==> config.mk <==
export PLATFORM = sky130hd
export DESIGN_NAME = fetch_stage
export DESIGN_NICKNAME = d
export VERILOG_FILES = /design/src/rtl/cpu_pkg.sv /design/src/rtl/branch_target_calc.sv /design/src/rtl/fetch_stage.sv
export SDC_FILE = /design/constraint.sdc
export NUM_CORES = 1
export LEC_CHECK = 0
export CORE_ASPECT_RATIO = 0.8
export CORE_MARGIN = 3
export CORE_UTILIZATION = 53
export DETAILED_ROUTE_END_ITERATION = 12
export PLACE_DENSITY = 0.93
export SLEW_MARGIN = 20
export SYNTH_ARGS = -nofsm -noshare
export SYNTH_HDL_FRONTEND = slang
export SYNTH_SLANG_ARGS = --single-unit
export TNS_END_PERCENT = 20
==> constraint.sdc <==
create_clock -name clk -period 15.75 [get_ports clk]
set_input_delay 4.725 -clock clk [delete_from_list [all_inputs] [get_ports clk]]
set_output_delay 4.725 -clock clk [all_outputs]
set_load 0.005 [all_outputs]
==> src/rtl/cpu_pkg.sv <==
// cpu_pkg
//   Shared types and constants for the pipelined ARM CPU front end.
//   br_kind_t : redirect kinds reported by the branch-resolve stage
//               (2'b11 is reserved and never names a real redirect).
//   NOP_INST  : encoding placed in IF/ID as a bubble.
//   RESET_PC  : PC loaded on reset.
package cpu_pkg;

  typedef enum logic [1:0] {
    BR_COND   = 2'b00,
    BR_UNCOND = 2'b01,
    BR_REG    = 2'b10
  } br_kind_t;

  localparam logic [31:0] NOP_INST = 32'hD503_201F;
  localparam logic [63:0] RESET_PC = 64'h0;

  // True when the raw 2-bit kind names a defined redirect kind.
  function automatic logic kind_is_defined(input logic [1:0] kind);
    return (kind != 2'b11);
  endfunction

endpackage

==> src/rtl/branch_target_calc.sv <==
// branch_target_calc
//   Combinational redirect-target computation for the fetch stage.
//   Ports:
//     i_kind        in  2       raw redirect kind (br_kind_t encoding, 2'b11 reserved)
//     i_branch_pc   in  ADDR_W  PC of the redirecting branch
//     i_cond_addr19 in  19      CB-type signed word offset
//     i_br_addr26   in  26      B-type signed word offset
//     i_reg_target  in  ADDR_W  BR register value
//     o_target      out ADDR_W  computed target (modulo 2^ADDR_W)
//     o_kind_ok     out 1       1 when i_kind is a defined redirect kind
module branch_target_calc
  import cpu_pkg::*;
#(
  parameter int ADDR_W = 64
) (
  input  logic [1:0]        i_kind,
  input  logic [ADDR_W-1:0] i_branch_pc,
  input  logic [18:0]       i_cond_addr19,
  input  logic [25:0]       i_br_addr26,
  input  logic [ADDR_W-1:0] i_reg_target,
  output logic [ADDR_W-1:0] o_target,
  output logic              o_kind_ok
);

  // Word-aligned register targets: clear the two low bits.
  localparam logic [ADDR_W-1:0] ALIGN_MASK = ~(ADDR_W'(3));

  logic [ADDR_W-1:0] w_se19;
  logic [ADDR_W-1:0] w_se26;

  // Sign-extend the word offsets to full address width.
  assign w_se19 = {{(ADDR_W-19){i_cond_addr19[18]}}, i_cond_addr19};
  assign w_se26 = {{(ADDR_W-26){i_br_addr26[25]}}, i_br_addr26};

  // Select the target by redirect kind; reserved kind yields no valid target.
  always_comb begin
    o_target  = i_branch_pc;
    o_kind_ok = kind_is_defined(i_kind);
    case (br_kind_t'(i_kind))
      BR_COND:   o_target = i_branch_pc + (w_se19 << 2);
      BR_UNCOND: o_target = i_branch_pc + (w_se26 << 2);
      BR_REG:    o_target = i_reg_target & ALIGN_MASK;
      default:   o_target = i_branch_pc;
    endcase
  end

endmodule

==> src/rtl/fetch_stage.sv <==
// fetch_stage
//   IF stage: owns the PC, drives the instruction-memory address, applies
//   redirects from branch resolution and stalls from the hazard unit, and
//   registers the fetched instruction into the IF/ID pipeline register.
//   Ports:
//     clk, rst        clock (rising edge), asynchronous active-high reset
//     imem_addr       out ADDR_W  instruction address (= current PC)
//     imem_data       in  INST_W  instruction at imem_addr (same cycle)
//     stall           in  1       hold PC and IF/ID
//     redirect        in  1       taken branch resolved this cycle
//     redirect_kind   in  2       COND / UNCOND / REG (2'b11 ignored)
//     branch_pc       in  ADDR_W  PC of the redirecting branch
//     condAddr19      in  19      CB-type word offset
//     brAddr26        in  26      B-type word offset
//     reg_target      in  ADDR_W  BR register value
//     if_id_inst      out INST_W  registered instruction
//     if_id_pc        out ADDR_W  PC of if_id_inst
//     if_id_pc_plus4  out ADDR_W  if_id_pc + 4 (link value)
//     if_id_valid     out 1       1 = real instruction, 0 = bubble
//     fetch_count     out 32      valid instructions loaded into IF/ID
module fetch_stage
  import cpu_pkg::*;
#(
  parameter int                ADDR_W   = 64,
  parameter int                INST_W   = 32,
  parameter logic [ADDR_W-1:0] RESET_PC = ADDR_W'(cpu_pkg::RESET_PC),
  parameter logic [INST_W-1:0] NOP_INST = INST_W'(cpu_pkg::NOP_INST)
) (
  input  logic              clk,
  input  logic              rst,
  output logic [ADDR_W-1:0] imem_addr,
  input  logic [INST_W-1:0] imem_data,
  input  logic              stall,
  input  logic              redirect,
  input  logic [1:0]        redirect_kind,
  input  logic [ADDR_W-1:0] branch_pc,
  input  logic [18:0]       condAddr19,
  input  logic [25:0]       brAddr26,
  input  logic [ADDR_W-1:0] reg_target,
  output logic [INST_W-1:0] if_id_inst,
  output logic [ADDR_W-1:0] if_id_pc,
  output logic [ADDR_W-1:0] if_id_pc_plus4,
  output logic              if_id_valid,
  output logic [31:0]       fetch_count
);

  localparam logic [ADDR_W-1:0] PC_STEP = ADDR_W'(4);

  logic [ADDR_W-1:0] r_pc;
  logic [INST_W-1:0] r_inst;
  logic [ADDR_W-1:0] r_if_pc;
  logic [ADDR_W-1:0] r_if_pc_plus4;
  logic              r_valid;
  logic [31:0]       r_count;

  logic [ADDR_W-1:0] w_target;
  logic              w_kind_ok;
  logic              w_take_redirect;
  logic [ADDR_W-1:0] w_pc_next_seq;

  branch_target_calc #(
    .ADDR_W (ADDR_W)
  ) u_target (
    .i_kind        (redirect_kind),
    .i_branch_pc   (branch_pc),
    .i_cond_addr19 (condAddr19),
    .i_br_addr26   (brAddr26),
    .i_reg_target  (reg_target),
    .o_target      (w_target),
    .o_kind_ok     (w_kind_ok)
  );

  // A reserved kind must behave exactly as if no redirect were requested.
  assign w_take_redirect = redirect & w_kind_ok;
  assign w_pc_next_seq   = r_pc + PC_STEP;

  // PC, IF/ID and fetch counter: redirect beats stall beats sequential fetch.
  always_ff @(posedge clk or posedge rst) begin
    if (rst) begin
      r_pc          <= RESET_PC;
      r_inst        <= NOP_INST;
      r_if_pc       <= '0;
      r_if_pc_plus4 <= '0;
      r_valid       <= 1'b0;
      r_count       <= 32'd0;
    end else if (w_take_redirect) begin
      // Bubble the wrong-path instruction; PC fields keep their old values.
      r_pc    <= w_target;
      r_inst  <= NOP_INST;
      r_valid <= 1'b0;
    end else if (stall) begin
      r_pc    <= r_pc;
      r_valid <= r_valid;
    end else begin
      r_pc          <= w_pc_next_seq;
      r_inst        <= imem_data;
      r_if_pc       <= r_pc;
      r_if_pc_plus4 <= w_pc_next_seq;
      r_valid       <= 1'b1;
      r_count       <= r_count + 32'd1;
    end
  end

  assign imem_addr      = r_pc;
  assign if_id_inst     = r_inst;
  assign if_id_pc       = r_if_pc;
  assign if_id_pc_plus4 = r_if_pc_plus4;
  assign if_id_valid    = r_valid;
  assign fetch_count    = r_count;

endmodule

# Yosys cells after proc, flatten, opt, wreduce, memory -nomap -nowiden
# Cells that the tools add are included.
[classes]
add_sub_neg = 4
eq_ne = 4
mux = 7
bitwise = 3
reduce_logical = 2
[op_table]
columns = ["operator", "count"]
rows = [
  ["$pmux 64 s3", 1],
  ["$add 64x64->64", 2],
  ["$mux 64", 2],
  ["$add 64x3->64 const B", 1],
  ["$mux 32", 2],
  ["$add 32x1->32 const B", 1],
  ["$eq 2x1->1 const B", 1],
  ["$eq 2x2->1 const B", 1],
  ["$logic_not 2->1", 1],
  ["$mux 1", 2],
  ["$ne 2x1->1 const B", 1],
  ["$ne 2x2->1 const B", 1],
  ["$not 1->1", 2],
  ["$reduce_and 2->1", 1],
  ["$and 1x1->1", 1],
]
[word_totals]
ff_bits = 257
out_inout_bits = 257
wordCells = 26

# Depth between registers and ports, before layout
[depth]
depth_word = 4
ltp_mapped = 18
ltp_nobuf = 15

# Modules after synthesis
# From an unflattened synthesis, not the netlist that was laid out.
[unflattened]
hier_cells = 2187
hier_area_um2 = 17830.9
[modules_own_cells]
columns = ["mod", "instances", "cells_per_inst", "area_each_um2", "seq_area_each_um2"]
rows = [
  ["fetch_stage", 1, 1344, 12428.2, 6397.4],
  ["branch_target_calc", 1, 843, 5402.7, 0.0],
]

# Worst setup path before layout
# No wires, ideal clock.
[synth_timing]
kind = "input-to-reg"
startpoint = "input port redirect_kind[1]"
endpoint = "register r_pc[62] (netlist: imem_addr[62])"
setup_ps = 104
t_arrival_ps = 8700
required_ps = 15646
path_slack_ps = 6946
cell_stages = 18
cell_sequence = "clkbuf_1 -> clkinv_1 -> nand2_1 -> and2_1 -> clkbuf_1 -> a21oi_1 -> inv_1 -> ha_1 -> clkbuf_1 -> a21oi_1 -> o21ai_0 -> a2111o_1 -> a31oi_1 -> o22a_1 -> o21ai_1 -> a41o_1 -> a211o_1 -> o311ai_1"
[synth_between]
elab_chain_cells = 3
elab_cells_between_ends = 8
cone_classes = "4 x eq/ne; 2 x mux; 1 x bitwise; 1 x reduce/logical"
[synth_lines]
columns = ["item", "line", "rtl"]
rows = [
  ["start: declaration", "fetch_stage.sv:35", "input logic [1:0] redirect_kind,"],
  ["$eq 2x2->1 (tied with other cells)", "branch_target_calc.sv:39", "case (br_kind_t'(i_kind))"],
  ["$pmux 64 s3 / $and 1x1->1 (equally long branches)", "branch_target_calc.sv:39, fetch_stage.sv:74", ""],
  ["$mux 64 / $ne 2x1->1 (equally long branches)", "--", ""],
  ["end signal: assignment", "fetch_stage.sv:88", "r_pc <= w_target;"],
  ["end signal: assignment", "fetch_stage.sv:92", "r_pc <= r_pc;"],
  ["end signal: assignment", "fetch_stage.sv:95", "r_pc <= w_pc_next_seq;"],
  ["end: declaration", "fetch_stage.sv:49", "logic [ADDR_W-1:0] r_pc;"],
]
# Several ways; a longest one is shown, not always the timed one.
# A chain may end at the register's enable or synchronous reset.

# Final worst setup path
[layout_timing]
startpoint = "input port redirect_kind[1]"
endpoint = "register r_pc[52] (netlist: imem_addr[52])"
# Same word-level chain as after synthesis.

==> impl_results.html <==
<table>
<tr><th>Metric</th><th>Value</th></tr>
<tr><th colspan="2">Route</th></tr>
<tr><td>Total Routed Length</td><td>61.2 mm</td></tr>
<tr><td>Average vias per placed instance</td><td>6.14</td></tr>
<tr><td>Vias after detailed routing</td><td>16100</td></tr>
<tr><td>Length of the first detailed-routing pass in iterations</td><td>6</td></tr>
<tr><td>Number of nets with antenna violations after routing</td><td>0</td></tr>
<tr><td>DRC violation count after routing</td><td>0</td></tr>
<tr><td>Number of violations reported at the end of detailed-routing iteration 0</td><td>1761</td></tr>
<tr><td>WL/cell</td><td>23.3 um</td></tr>
<tr><th colspan="2">Logic synthesis</th></tr>
<tr><td>Number of warnings issued by yosys</td><td>0</td></tr>
<tr><td>Post-synthesis cell type count</td><td>78</td></tr>
<tr><td>Sequential fraction of the synthesis area</td><td>39.6%</td></tr>
<tr><td>Net count after synthesis</td><td>2064</td></tr>
<tr><td>Register bit count reported by yosys</td><td>255</td></tr>
<tr><td>Cell area after synthesis</td><td>0.0162 mm2</td></tr>
<tr><td>Share of flip-flops with an asynchronous set or reset after synthesis</td><td>100%</td></tr>
<tr><td>Synthesized area per cell</td><td>9.11 um2</td></tr>
<tr><td>Synthesized instance count</td><td>1775</td></tr>
<tr><td>Leading register cell type out of synthesis</td><td>sky130_fd_sc_hd__dfrtp_1</td></tr>
<tr><td>Number of synthesized flops with an enable pin</td><td>0</td></tr>
<tr><th colspan="2">Clock tree</th></tr>
<tr><td>Num Clock Sinks</td><td>255</td></tr>
<tr><td>Clock slew at reported path FFs</td><td>60 ps</td></tr>
<tr><td>H-tree level count</td><td>1</td></tr>
<tr><td>Buffer type at the clock tree root</td><td>sky130_fd_sc_hd__clkbuf_16</td></tr>
<tr><td>Clock latency reported for the late side of the worst-skew pair</td><td>560 ps</td></tr>
<tr><td>Number of hold-repair buffers added at the cts stage</td><td>0</td></tr>
<tr><td>Post-CTS resize count</td><td>0</td></tr>
<tr><td>Clock tree from TritonCTS</td><td>built</td></tr>
<tr><td>Count of buffers added by post-CTS timing repair for setup</td><td>0</td></tr>
<tr><td>Buffer depth of the longest clock path</td><td>3</td></tr>
<tr><td>Number of buffers added by the clock tree synthesis step</td><td>28</td></tr>
<tr><th colspan="2">Cells and area</th></tr>
<tr><td>Post-layout net count</td><td>2474</td></tr>
<tr><td>Commonest non-fill, non-tap cell in the layout</td><td>sky130_fd_sc_hd__clkdlybuf4s50_1</td></tr>
<tr><td>Final Util</td><td>74.1%</td></tr>
<tr><td>Layout cell share with drive strength beyond 1</td><td>8.07%</td></tr>
<tr><td>Commonest cells after routing, fill and taps aside</td><td>sky130_fd_sc_hd__clkdlybuf4s50_1, sky130_fd_sc_hd__dfrtp_1, sky130_fd_sc_hd__nor2_1</td></tr>
<tr><td>Area growth, synth to finish</td><td>36.1%</td></tr>
<tr><th colspan="2">Global route</th></tr>
<tr><td>Global-route met2 utilization</td><td>55.8%</td></tr>
<tr><td>Most Crowded Layer GR</td><td>met2</td></tr>
<tr><td>Met1 routing resource usage after global routing</td><td>49.8%</td></tr>
<tr><td>Combined global-route utilization of all metal layers</td><td>35.7%</td></tr>
<tr><td>Antenna violations before repair</td><td>10</td></tr>
<tr><td>Total congestion overflow after global routing</td><td>0</td></tr>
<tr><td>Met3 Use GR</td><td>8.42%</td></tr>
<tr><td>First-pass GRT wire length</td><td>92.1 mm</td></tr>
<tr><td>Vias in the first global route</td><td>15700</td></tr>
<tr><td>Largest net degree at the start of global routing</td><td>127</td></tr>
<tr><th colspan="2">Critical path</th></tr>
<tr><td>Required time of the critical path</td><td>16150 ps</td></tr>
<tr><td>Classification of the worst setup path</td><td>input port to register</td></tr>
<tr><td>Worst reg-to-reg setup slack</td><td>12110 ps</td></tr>
<tr><td>Cell-by-cell listing of the critical path</td><td>clkdlybuf4s50_1 -&gt; buf_4 -&gt; clkinv_1 -&gt; nand2_1 -&gt; buf_4 -&gt; and2_1 -&gt; a21oi_1 -&gt; inv_1 -&gt; buf_4 -&gt; ha_1 -&gt; o21ai_0 -&gt; a21oi_1 -&gt; a21boi_0 -&gt; nor2_1 -&gt; nor3_1 -&gt; nand2_1 -&gt; a41oi_1 -&gt; xor2_1 -&gt; o221ai_1</td></tr>
<tr><td>Stage delay of the slowest cell on the critical path</td><td>690 ps</td></tr>
<tr><td>Highest-delay cell along the critical path</td><td>sky130_fd_sc_hd__clkinv_1</td></tr>
<tr><td>Critical path endpoint category</td><td>register</td></tr>
<tr><td>Most prevalent standard cell on the critical path</td><td>sky130_fd_sc_hd__buf_4</td></tr>
<tr><td>Data arrival time of the critical path</td><td>10630 ps</td></tr>
<tr><td>Cell count of the worst reg-to-reg path</td><td>10</td></tr>
<tr><td>Kind of launch point of the worst setup path</td><td>input port</td></tr>
<tr><td>Critical-path maximum fanout</td><td>28</td></tr>
<tr><td>End of the worst register-to-register path</td><td>imem_addr[62]</td></tr>
<tr><td>Startpoint of the worst register-to-register path</td><td>imem_addr[2]</td></tr>
<tr><th colspan="2">Status</th></tr>
<tr><td>Status</td><td>finished clean</td></tr>
<tr><th colspan="2">Pwr</th></tr>
<tr><td>Sw Ratio</td><td>35.0%</td></tr>
<tr><td>P_leak</td><td>9.02 nW</td></tr>
<tr><td>Fraction of power consumed by sequential logic</td><td>38.3%</td></tr>
<tr><td>Logic gate share of total power</td><td>36.4%</td></tr>
<tr><td>Pwr/cell area</td><td>115 mW/mm2</td></tr>
<tr><td>Internal power contribution</td><td>1.65 mW</td></tr>
<tr><td>Clock power share</td><td>25.3%</td></tr>
<tr><td>NetSw</td><td>0.889 mW</td></tr>
<tr><td>VDD IR max</td><td>0.0588 mV</td></tr>
<tr><th colspan="2">Floorplan</th></tr>
<tr><td>Placeable core region</td><td>0.0297 mm2</td></tr>
<tr><td>Number of cell rows</td><td>56</td></tr>
<tr><td>Chip Height</td><td>162 um</td></tr>
<tr><td>X dimension of the die</td><td>201 um</td></tr>
<tr><td>I/O pins</td><td>468</td></tr>
<tr><td>Starting Density</td><td>54.4%</td></tr>
<tr><td>Total die area</td><td>0.0327 mm2</td></tr>
<tr><th colspan="2">STA</th></tr>
<tr><td>Max-slew violation total from the final report</td><td>0</td></tr>
<tr><td>Rel. slew slack</td><td>31.8%</td></tr>
<tr><td>Time the final worst path needs with I/O delays and setup</td><td>10230 ps</td></tr>
<tr><td>Final-layout setup total negative slack</td><td>0 ps</td></tr>
<tr><td>Slew at the pin closest to its max-slew limit</td><td>1010 ps</td></tr>
<tr><td>Final hold violations</td><td>0</td></tr>
<tr><td>Setup violations, final</td><td>0</td></tr>
<tr><td>Fin Clk Skew</td><td>27.4 ps</td></tr>
<tr><td>Min Hold Slack</td><td>499 ps</td></tr>
<tr><td>Highest clock frequency the design can meet</td><td>97.7 MHz</td></tr>
<tr><td>Final critical-path share of the clock period</td><td>65.0%</td></tr>
<tr><td>RSZ-0062 raised after global routing</td><td>no</td></tr>
<tr><th colspan="2">Min path</th></tr>
<tr><td>Worst Hold Launch</td><td>fetch_count[30]</td></tr>
<tr><td>Hold-critical path endpoint</td><td>fetch_count[30]</td></tr>
<tr><td>Number of cells traversed by the worst hold path</td><td>1</td></tr>
<tr><td>Worst min path class</td><td>register to register</td></tr>
<tr><th colspan="2">Place</th></tr>
<tr><td>Routability-driven placement congestion ratio</td><td>0.962</td></tr>
<tr><td>Port Buf Inserts</td><td>465</td></tr>
<tr><td>Post-detail-place hpwl</td><td>46.4 mm</td></tr>
<tr><th colspan="2">Flow run</th></tr>
<tr><td>Max-capacitance violation count</td><td>0</td></tr>
</table>
[how the worst max path moves through the flow]
stage                     start        endpoint  slack, ps
6_report       redirect_kind[1]   imem_addr[52]       5520
5_1_grt        redirect_kind[1]   imem_addr[46]       5150
4_1_cts        redirect_kind[1]   imem_addr[46]       5650
3_5_place_dp   redirect_kind[1]   imem_addr[46]       5080
3_3_place_gp   redirect_kind[1]   imem_addr[46]       5140
2_1_floorplan               rst  fetch_count[0]       4030
[power by group through the flow]
stage          clock network, mW  registers (mW)  logic (mW)
4_1_cts                    0.646           0.963       0.914
6_report                   0.643           0.973       0.924
5_1_grt                    0.677           0.984       0.983
3_3_place_gp                   0           0.956       0.882
3_5_place_dp                   0           0.971       0.904
2_1_floorplan                  0           0.920       0.421
[flip-flops by register name (all words and copies together) (netlist names)]
register,count
if_id_valid,1
imem_addr,64
fetch_count,32
if_id_inst,32
if_id_pc_plus4,62
if_id_pc,64
[cells by family (layout without fill, tap and decap cells)]
logic type,Yosys count,in the layout,share of synthesized area (%)
other cells,0,10,0
fa+ha+maj,78,78,6.08
compound gates,383,383,15.1
simple gates,617,617,18.0
xor+xnor,202,202,10.9
buf+inv,134,565,3.24
mux,106,106,7.09
flops,255,255,39.6
[cell type report]
type / instances / area (um2)
diodes: 10 / 25.0
clock buffers: 37 / 754
clock inverters: 14 / 139
fillers: 2085 / 7700
inverters: 33 / 131
multi-input cells: 1386 / 9280
flip-flops and latches: 255 / 6400
well taps: 406 / 508
repair buffers: 481 / 4780
[through the flow]
step	area, um2	cells	setup slack [ps]	total power [mW]
6_report	22000	2622	5520	2.54
2_1_floorplan	16200	1775	4030	1.34
4_1_cts	22000	2612	5650	2.52
3_3_place_gp	21100	2561	5140	1.84
5_1_grt	22000	2621	5150	2.64
3_5_place_dp	21100	2561	5080	1.87
[cell usage after synthesis (18+ instances only)]
| cell | number | share of area [%] |
|---|---|---|
| sky130_fd_sc_hd__a21oi_1 | 156 | 4.8 |
| sky130_fd_sc_hd__nand3_1 | 57 | 1.8 |
| sky130_fd_sc_hd__nand2_1 | 190 | 4.4 |
| sky130_fd_sc_hd__xor2_1 | 69 | 3.7 |
| sky130_fd_sc_hd__o221ai_1 | 18 | 0.98 |
| sky130_fd_sc_hd__o21ai_0 | 47 | 1.5 |
| sky130_fd_sc_hd__inv_1 | 31 | 0.72 |
| sky130_fd_sc_hd__nor2_1 | 197 | 4.6 |
| sky130_fd_sc_hd__a221oi_1 | 24 | 1.3 |
| sky130_fd_sc_hd__clkbuf_1 | 83 | 1.9 |
| sky130_fd_sc_hd__xnor2_1 | 133 | 7.2 |
| sky130_fd_sc_hd__a21o_1 | 27 | 1.3 |
| sky130_fd_sc_hd__mux2_2 | 68 | 4.7 |
| sky130_fd_sc_hd__ha_1 | 77 | 6.0 |
| sky130_fd_sc_hd__mux2i_1 | 38 | 2.4 |
| sky130_fd_sc_hd__nand4_1 | 44 | 1.7 |
| sky130_fd_sc_hd__nor3_1 | 37 | 1.1 |
| sky130_fd_sc_hd__dfrtp_1 | 242 | 37 |
[layer usage]
layer  share of wire [%]  wire, um
met5               0.018        11
met4                 3.6      2230
met3                  11      6700
met2                  44     27200
met1                  41     25100
[critical path: cells and delay by family]
kind / cells / cell delay (ps)
compound gates: 6 / 1150
simple gates: 5 / 1530
xor+xnor: 1 / 360
buf+inv: 6 / 2410
fa+ha+maj: 1 / 400
(Power assumes the default switching activity.)
